**config.mk**
```make
export PLATFORM = sky130hd
export DESIGN_NAME = fp_mul_result_stage
export DESIGN_NICKNAME = d
export VERILOG_FILES = /design/src/rtl/fp_mul_result_stage.sv
export SDC_FILE = /design/constraint.sdc
export NUM_CORES = 1
export LEC_CHECK = 0
export CORE_ASPECT_RATIO = 1.5
export CORE_MARGIN = 4
export CORE_UTILIZATION = 50
export CTS_CLUSTER_SIZE = 24
export DETAILED_ROUTE_END_ITERATION = 8
export PLACE_DENSITY = 0.79
export SLEW_MARGIN = 20
export SYNTH_ARGS = -nofsm -noshare
export SYNTH_HDL_FRONTEND = slang
export SYNTH_SLANG_ARGS = --single-unit
```
**constraint.sdc**
```tcl
create_clock -name clk -period 2.5 [get_ports clk]
set_input_delay 0.75 -clock clk [delete_from_list [all_inputs] [get_ports clk]]
set_output_delay 0.75 -clock clk [all_outputs]
set_load 0.02 [all_outputs]
```
**src/rtl/fp_mul_result_stage.sv**
```systemverilog
// +--------------------------------------------------------------------------+
// | fp_mul_result_stage                                                      |
// | Two-entry skid buffer behind the FP multiplier, plus sticky exception    |
// | flags and saturating exception/result event counters.                   |
// | Revision: 1.0                                                            |
// +--------------------------------------------------------------------------+
`default_nettype none

module fp_mul_result_stage #(
    parameter int EXPONENT_WIDTH = 8,
    parameter int MANTISSA_WIDTH = 23,
    parameter int COUNTER_WIDTH  = 16
) (
    input  logic                                    clk,
    input  logic                                    rst_n,
    input  logic                                    in_valid,
    output logic                                    in_ready,
    input  logic [EXPONENT_WIDTH+MANTISSA_WIDTH:0]  in_result,
    input  logic [2:0]                              in_flags,
    output logic                                    out_valid,
    input  logic                                    out_ready,
    output logic [EXPONENT_WIDTH+MANTISSA_WIDTH:0]  out_result,
    output logic [2:0]                              out_flags,
    input  logic                                    clear_sticky,
    output logic [2:0]                              sticky_flags,
    output logic [COUNTER_WIDTH-1:0]                underflow_count,
    output logic [COUNTER_WIDTH-1:0]                overflow_count,
    output logic [COUNTER_WIDTH-1:0]                invalid_count,
    output logic [COUNTER_WIDTH-1:0]                result_count
);

    localparam int c_result_w = EXPONENT_WIDTH + MANTISSA_WIDTH + 1;
    localparam logic [COUNTER_WIDTH-1:0] c_cnt_max = '1;
    localparam logic [COUNTER_WIDTH-1:0] c_cnt_one = COUNTER_WIDTH'(1);

    typedef enum logic [1:0] {
        S_EMPTY = 2'd0,
        S_ONE   = 2'd1,
        S_TWO   = 2'd2
    } state_t;

    state_t                  r_state;
    state_t                  w_state_nxt;
    logic                    r_in_ready;
    logic [c_result_w-1:0]   r_head_result;
    logic [c_result_w-1:0]   r_tail_result;
    logic [2:0]              r_head_flags;
    logic [2:0]              r_tail_flags;
    logic [2:0]              r_sticky;
    logic [COUNTER_WIDTH-1:0] r_result_cnt;
    logic                    w_push;
    logic                    w_pop;
    logic                    w_load_head_in;
    logic                    w_load_head_tail;
    logic                    w_load_tail;

    assign w_push    = in_valid && r_in_ready;
    assign w_pop     = out_valid && out_ready;
    assign out_valid = (r_state != S_EMPTY);

    always_comb begin
        w_state_nxt      = r_state;
        w_load_head_in   = 1'b0;
        w_load_head_tail = 1'b0;
        w_load_tail      = 1'b0;
        case (r_state)
            S_EMPTY: begin
                if (w_push) begin
                    w_state_nxt    = S_ONE;
                    w_load_head_in = 1'b1;
                end
            end
            S_ONE: begin
                if (w_push && w_pop) begin
                    w_load_head_in = 1'b1;
                end else if (w_push) begin
                    w_state_nxt = S_TWO;
                    w_load_tail = 1'b1;
                end else if (w_pop) begin
                    w_state_nxt = S_EMPTY;
                end
            end
            S_TWO: begin
                // in_ready is low here, so only a pop can happen
                if (w_pop) begin
                    w_state_nxt      = S_ONE;
                    w_load_head_tail = 1'b1;
                end
            end
            default: w_state_nxt = S_EMPTY;
        endcase
    end

    always_ff @(posedge clk or negedge rst_n) begin
        if (!rst_n) begin
            r_state    <= S_EMPTY;
            r_in_ready <= 1'b0;
        end else begin
            r_state    <= w_state_nxt;
            r_in_ready <= (w_state_nxt != S_TWO);
        end
    end

    always_ff @(posedge clk or negedge rst_n) begin
        if (!rst_n) begin
            r_head_result <= '0;
            r_head_flags  <= '0;
            r_tail_result <= '0;
            r_tail_flags  <= '0;
        end else begin
            if (w_load_head_in) begin
                r_head_result <= in_result;
                r_head_flags  <= in_flags;
            end else if (w_load_head_tail) begin
                r_head_result <= r_tail_result;
                r_head_flags  <= r_tail_flags;
            end
            if (w_load_tail) begin
                r_tail_result <= in_result;
                r_tail_flags  <= in_flags;
            end
        end
    end

    // A flag pushed in the same cycle as a clear survives the clear
    always_ff @(posedge clk or negedge rst_n) begin
        if (!rst_n) begin
            r_sticky <= '0;
        end else begin
            r_sticky <= (clear_sticky ? 3'b000 : r_sticky) | (w_push ? in_flags : 3'b000);
        end
    end

    for (genvar i = 0; i < 3; i++) begin : g_exc_cnt
        logic [COUNTER_WIDTH-1:0] r_cnt;
        always_ff @(posedge clk or negedge rst_n) begin
            if (!rst_n) begin
                r_cnt <= '0;
            end else if (clear_sticky) begin
                r_cnt <= (w_push && in_flags[i]) ? c_cnt_one : '0;
            end else if (w_push && in_flags[i] && (r_cnt != c_cnt_max)) begin
                r_cnt <= r_cnt + c_cnt_one;
            end
        end
    end

    always_ff @(posedge clk or negedge rst_n) begin
        if (!rst_n) begin
            r_result_cnt <= '0;
        end else if (w_pop && (r_result_cnt != c_cnt_max)) begin
            r_result_cnt <= r_result_cnt + c_cnt_one;
        end
    end

    assign in_ready        = r_in_ready;
    assign out_result      = r_head_result;
    assign out_flags       = r_head_flags;
    assign sticky_flags    = r_sticky;
    assign underflow_count = g_exc_cnt[0].r_cnt;
    assign overflow_count  = g_exc_cnt[1].r_cnt;
    assign invalid_count   = g_exc_cnt[2].r_cnt;
    assign result_count    = r_result_cnt;

endmodule

`default_nettype wire
```
==> impl_metrics.env, run 1 <==
export IMPL_outcome="complete, no violations"
export IMPL_port_buffers=143
export IMPL_cts_setup_buffers=0
export IMPL_cp_buffers_inverters=1
export IMPL_reg2reg_depth=6
export IMPL_grt_usage_pct=22.5
export IMPL_r2r_setup_slack_ns=0.30
export IMPL_first_iter_violations=260
export IMPL_fin_util_pct=70.2
export IMPL_die_w_um=100
export IMPL_period_share_pct=91.3
export IMPL_grt_setup_unrepaired="no"
export IMPL_slew_headroom_pct=50.7
export IMPL_gr_total_overflow=0
export IMPL_yosysTopAreaCellShare_pct=55.2
export IMPL_synth_area_leaders="dfrtp_1, mux2_2, nand2_1"
export IMPL_leakage_nw=3.76
export IMPL_area_growth_pct=37.8
export IMPL_dieHeight_um=146
export IMPL_grt_pass1_wl_um=26700
export IMPL_clk_pin_slew_ns=0.06
export IMPL_timing_rr_end="invalid_count[15]"
export IMPL_hold_viol=0
export IMPL_powerDensity_nw_per_um2=967
export IMPL_post_synth_top_area_cell="dfrtp_1"
export IMPL_fp_row_count=50
export IMPL_final_nets=808
export IMPL_cp_end_kind="output pin"
export IMPL_maxSlewViolCount=0
export IMPL_tightest_slew_ns=0.731
export IMPL_numCtsBuffers=17
export IMPL_antenna_found_initial=0
export IMPL_first_pass_iters=5
export IMPL_root_buffer="clkbuf_16"
export IMPL_critPathTopFamily="buffers and inverters"
export IMPL_setup_violations_final=0
export IMPL_ir_worst_vdd_v=0.000709
export IMPL_synth_most_common_cell="dfrtp_1"
export IMPL_r2r_start="invalid_count[0]"
export IMPL_viasPerCell=5.61
export IMPL_critPathArrivalTime_ns=1.53
export IMPL_fmax_ghz=0.438
export IMPL_yosys_warnings=0
export IMPL_critPathMaxFanout=6
export IMPL_drtAntennaViolNets=0
export IMPL_required_ns=1.75
export IMPL_critPathKind="flip-flop to output pin"
export IMPL_crit_path_max_incr_delay_ns=0.66
export IMPL_wl_um=15900
export IMPL_place_hpwl_um=11400
export IMPL_htree_levels=4
export IMPL_drc=0
export IMPL_pin_count=144
export IMPL_synth_edf_count=0
export IMPL_start_util_pct=51.0
export IMPL_vias=5224
export IMPL_insertion_delay_ns=0.41
export IMPL_tns_ns=0
export IMPL_grt_pass1_vias=5497
export IMPL_cts_tree="built"
export IMPL_seq_area_frac_synth_pct=55.2
export IMPL_gp_congestion=0.900
export IMPL_syn_area_um2=6340
export IMPL_wl_per_cell_um=17.1
export IMPL_num_antenna_cells=0
export IMPL_skew_ns=0.00857
export IMPL_core_area_um2=12400
export IMPL_grt_start_max_net_pins=77
export IMPL_clk_path_buf_depth=2
export IMPL_cts_sinks=140
export IMPL_postSynth_asyncResetShare_pct=100
export IMPL_start_kind="flip-flop"
export IMPL_ys_types=50
export IMPL_crit_chain="clkdlybuf4s50_1"
export IMPL_layout_drive_gt1_share_pct=14.3
export IMPL_drv_cap=0
export IMPL_avgSynthCellArea_um2=10.7
export IMPL_cp_slowest_cell="clkdlybuf4s50_1"
export IMPL_synth_ff_type="dfrtp_1"
export IMPL_synth_seq_cells=140
export IMPL_synth_nets=639
export IMPL_min_period_ns=2.28
export IMPL_die_area_um2=14600
export IMPL_netlist_top_cells_count="dfrtp_1, nand2_1, nor2_1"
export IMPL_syn_inst=595
export IMPL_hold_class="primary input to async pin"
[where the power goes]
group | internal [mW] | switching (mW) | total, mW
clock network | 1.57 | 0.955 | 2.52
registers | 2.92 | 0.439 | 3.36
logic | 1.26 | 1.31 | 2.57
[final cells by class]
class / instances / area [um^2]
sequential: 140 / 3500
fill: 906 / 3710
inverter: 6 / 22.5
multi-input combinational: 425 / 2710
timing repair buffer: 174 / 1720
tap: 156 / 195
clock inverter: 13 / 166
clock buffer: 17 / 425
[metal layers]
metal  track usage (%)  vias to the layer above  routed length [um]  share of wire (%)
met5                 0                        -                   0                  0
met4              8.82                        0                 380                2.4
met3              5.52                       24                 814                5.1
met2              39.3                      151                8480                 53
met1              26.0                     2593                6260                 39
li1                  -                     2456                   -                  -
[state kept, by name (all words and copies together) (netlist names), 16 cells and up]
register and flops:
overflow_count 16, out_result 32, r_tail_result 32, underflow_count 16, invalid_count 16, result_count 16
[how the worst max path moves through the flow]
stage | end | slack (ns) | start | depth (start not counted)
6_report | invalid_count[0] | 0.22 | invalid_count[0] | 1
3_3_place_gp | underflow_count[15] | 0.05 | in_valid | 7
5_1_grt | in_ready | 0.15 | in_ready | 1
3_5_place_dp | underflow_count[15] | -0.008 | in_valid | 7
2_1_floorplan | invalid_count[7] | 0.43 | invalid_count[0] | 8
4_1_cts | out_valid | 0.02 | r_state[0] | 2
[cell usage in the layout, fill, tap and decap left out, types with 15 or more instances in the layout]
master / count
clkdlybuf4s50_1: 141
dfrtp_1: 140
nand2_1: 94
nor2_1: 43
mux2_2: 36
a22oi_1: 35
xnor2_1: 31
nand3_1: 27
buf_4: 27
clkbuf_16: 17
and3_1: 16
a21oi_1: 15
[stage by stage]
| step | total power, mW | std cells | setup slack, ns | hold WS [ns] | area [um^2] |
|---|---|---|---|---|---|
| global placement | 5.85 | 901 | 0.0481 | 0.461 | 8150 |
| global route | 8.90 | 931 | 0.154 | 0.112 | 8740 |
| CTS | 8.53 | 931 | 0.0248 | 0.113 | 8740 |
| floorplan | 4.67 | 595 | 0.428 | 0.454 | 6340 |
| detailed placement | 5.97 | 901 | -0.00768 | 0.469 | 8150 |
| finish | 8.45 | 931 | 0.217 | 0.129 | 8740 |
[cells by family after synthesis]
| group | after synthesis | synth area share, % |
|---|---|---|
| AND/OR/NAND/NOR | 252 | 19.4 |
| flip-flops | 140 | 55.2 |
| AO/OA/AOI/OAI | 88 | 9.59 |
| multiplexers | 43 | 7.51 |
| XOR/XNOR | 38 | 5.25 |
| buffers and inverters | 30 | 2.25 |
| adder cells (fa/ha/maj) | 4 | 0.789 |
[repair_timing]
action | CTS | global route
hold buffers | 0 | 0
setup endpoints to repair | 0 | 1
resized for setup | 0 | 1
Power figures use the tool's default switching activity.
==> run 2, diff against run 1 <==
--- a/config.mk
+++ b/config.mk
@@ -5,12 +5,13 @@
 export SDC_FILE = /design/constraint.sdc
 export NUM_CORES = 1
 export LEC_CHECK = 0
-export CORE_ASPECT_RATIO = 1.5
+export CAP_MARGIN = 20
+export CORE_ASPECT_RATIO = 1.1
 export CORE_MARGIN = 4
-export CORE_UTILIZATION = 50
+export CORE_UTILIZATION = 46
 export CTS_CLUSTER_SIZE = 24
 export DETAILED_ROUTE_END_ITERATION = 8
-export PLACE_DENSITY = 0.79
+export PLACE_DENSITY = 0.76
 export SLEW_MARGIN = 20
 export SYNTH_ARGS = -nofsm -noshare
 export SYNTH_HDL_FRONTEND = slang
==> constraint.sdc (replaced) <==
create_clock -name clk -period 1.9 [get_ports clk]
set_input_delay 0.57 -clock clk [delete_from_list [all_inputs] [get_ports clk]]
set_output_delay 0.57 -clock clk [all_outputs]
set_load 0.02 [all_outputs]
==> impl_metrics.env, run 2 (synthesis results as in run 1) <==
export IMPL_outcome="complete, no violations"
export IMPL_hold_ws_ns=0.475
export IMPL_wl_um=16300
export IMPL_dp_worst_setup_slack_ns=-0.465
export IMPL_ir_worst_vdd_v=0.000858
export IMPL_start_util_pct=47.4
export IMPL_fp_row_count=44
export IMPL_layout_drive_gt1_share_pct=19.0
export IMPL_mostFrequentLayoutCell="dfrtp_1"
export IMPL_numCtsBuffers=17
export IMPL_port_buffers=143
export IMPL_hold_depth=2
export IMPL_setup_slack_ns=0.0178
export IMPL_pin_count=144
export IMPL_critPathArrivalTime_ns=2.23
export IMPL_hold_class="flip-flop to flip-flop"
export IMPL_critPathLaunch="in_flags[2]"
export IMPL_drc=0
export IMPL_viasPerCell=5.43
export IMPL_wl_per_cell_um=16.6
export IMPL_final_nets=830
export IMPL_gr_total_overflow=0
export IMPL_tightest_slew_ns=0.405
export IMPL_dp_cells=950
export IMPL_insertion_delay_ns=0.41
export IMPL_critPathKind="primary input to flip-flop"
export IMPL_required_ns=2.24
export IMPL_start_kind="primary input"
export IMPL_place_hpwl_um=11700
export IMPL_cp_end_kind="flip-flop"
export IMPL_fin_cells=982
export IMPL_cp_depth=5
export IMPL_area_growth_pct=39.2
export IMPL_root_buffer="clkbuf_16"
export IMPL_grt_setup_unrepaired="yes"
export IMPL_cts_setup_buffers=0
export IMPL_clk_pin_slew_ns=0.06
export IMPL_r2r_start="invalid_count[1]"
export IMPL_cp_slowest_cell="clkdlybuf4s50_1"
export IMPL_critPathMaxFanout=5
export IMPL_leakage_nw=4.21
export IMPL_drv_cap=0
export IMPL_antenna_found_initial=0
export IMPL_core_area_um2=13400
export IMPL_first_pass_iters=5
export IMPL_cp_buffers_inverters=1
export IMPL_cts_sinks=140
export IMPL_powerDensity_nw_per_um2=1200
export IMPL_grt_usage_pct=21.3
export IMPL_final_cell_mix="dfrtp_1, dlygate4sd2_1, nand2_1"
export IMPL_hold_viol=0
export IMPL_skew_ns=0.00552
export IMPL_setup_violations_final=0
export IMPL_grt_pass1_wl_um=27200
export IMPL_critPathTopFamily="simple AND/OR/NAND/NOR gates"
export IMPL_slew_headroom_pct=73.0
export IMPL_grt_start_max_net_pins=54
export IMPL_clk_path_buf_depth=2
export IMPL_grt_pass1_vias=5524
export IMPL_maxSlewViolCount=0
export IMPL_num_antenna_cells=0
export IMPL_min_period_ns=1.88
export IMPL_drtAntennaViolNets=0
export IMPL_cts_tree="built"
export IMPL_die_w_um=120
export IMPL_first_iter_violations=411
export IMPL_vias=5335
export IMPL_crit_chain="clkdlybuf4s50_1, nand3_1, or4b_1, xor2_1, nor2_1"
export IMPL_reg2reg_depth=6
export IMPL_htree_levels=4
export IMPL_gp_congestion=0.872
export IMPL_crit_path_max_incr_delay_ns=0.59
export IMPL_holdCritStartpoint="out_result[11]"
export IMPL_die_area_um2=15700
export IMPL_fmax_ghz=0.531
export IMPL_dieHeight_um=131
export IMPL_period_share_pct=99.1
==> run 2: cell type report <==
cell class,instances,area (um^2)
multi-input cells,425,2770
clock inverters,12,91.3
clock buffers,19,453
repair buffers,196,1750
flip-flops and latches,140,3510
fillers,1091,4550
well taps,184,230
inverters,6,22.5
==> run 2: stage by stage <==
| stage | utilization (%) | power [mW] | area [um^2] | setup TNS, ns |
|---|---|---|---|---|
| 2_1_floorplan | - | 6.15 | 6360 | 0 |
| 3_3_place_gp | 62.4 | 7.79 | 8350 | -38.36 |
| 3_5_place_dp | 62.4 | 7.95 | 8350 | -41.15 |
| 4_1_cts | 65.6 | 10.7 | 8780 | 0 |
| 5_1_grt | 66.0 | 11.2 | 8830 | -0.0515 |
| 6_report | 66.0 | 10.6 | 8830 | 0 |
==> run 2: what timing repair did <==
action / CTS / global route
endpoints found under the hold margin: 12 / 0
pin swaps: 0 / 1
endpoints found under the setup margin: 107 / 23
gates resized for setup: 109 / 15
hold buffers: 1 / 0
cloned: 0 / 0
==> run 2: worst paths after layout <==
path,end,slack [ns]
worst max-delay path,invalid_count[14],0.02
worst min-delay path,out_result[11],0.48
worst max register to register,invalid_count[15],0.04
worst min register to register,out_result[11],0.48
max in group asynchronous,result_count[15],0.71
min in group asynchronous,invalid_count[15],0.55
==> run 2: where the power goes <==
group	leakage [nW]	switching, mW	internal [mW]
registers	1.79	0.573	3.85
clock network	0.254	1.28	1.74
logic	2.16	1.76	1.39
==> run 2: routing by layer <==
layer	track usage [%]	part of all wire (%)	up-vias
met2	34.4	49	174
met5	0	0	-
li1	-	-	2510
met3	6.02	6.7	22
met4	6.87	1.6	0
met1	27.8	43	2629
==> run 2: worst min-delay path, cell delays in order (launching register included) <==
cell and delay, ns:
dfrtp_1 0.34, nand2_1 0.05, nand2_1 0.06
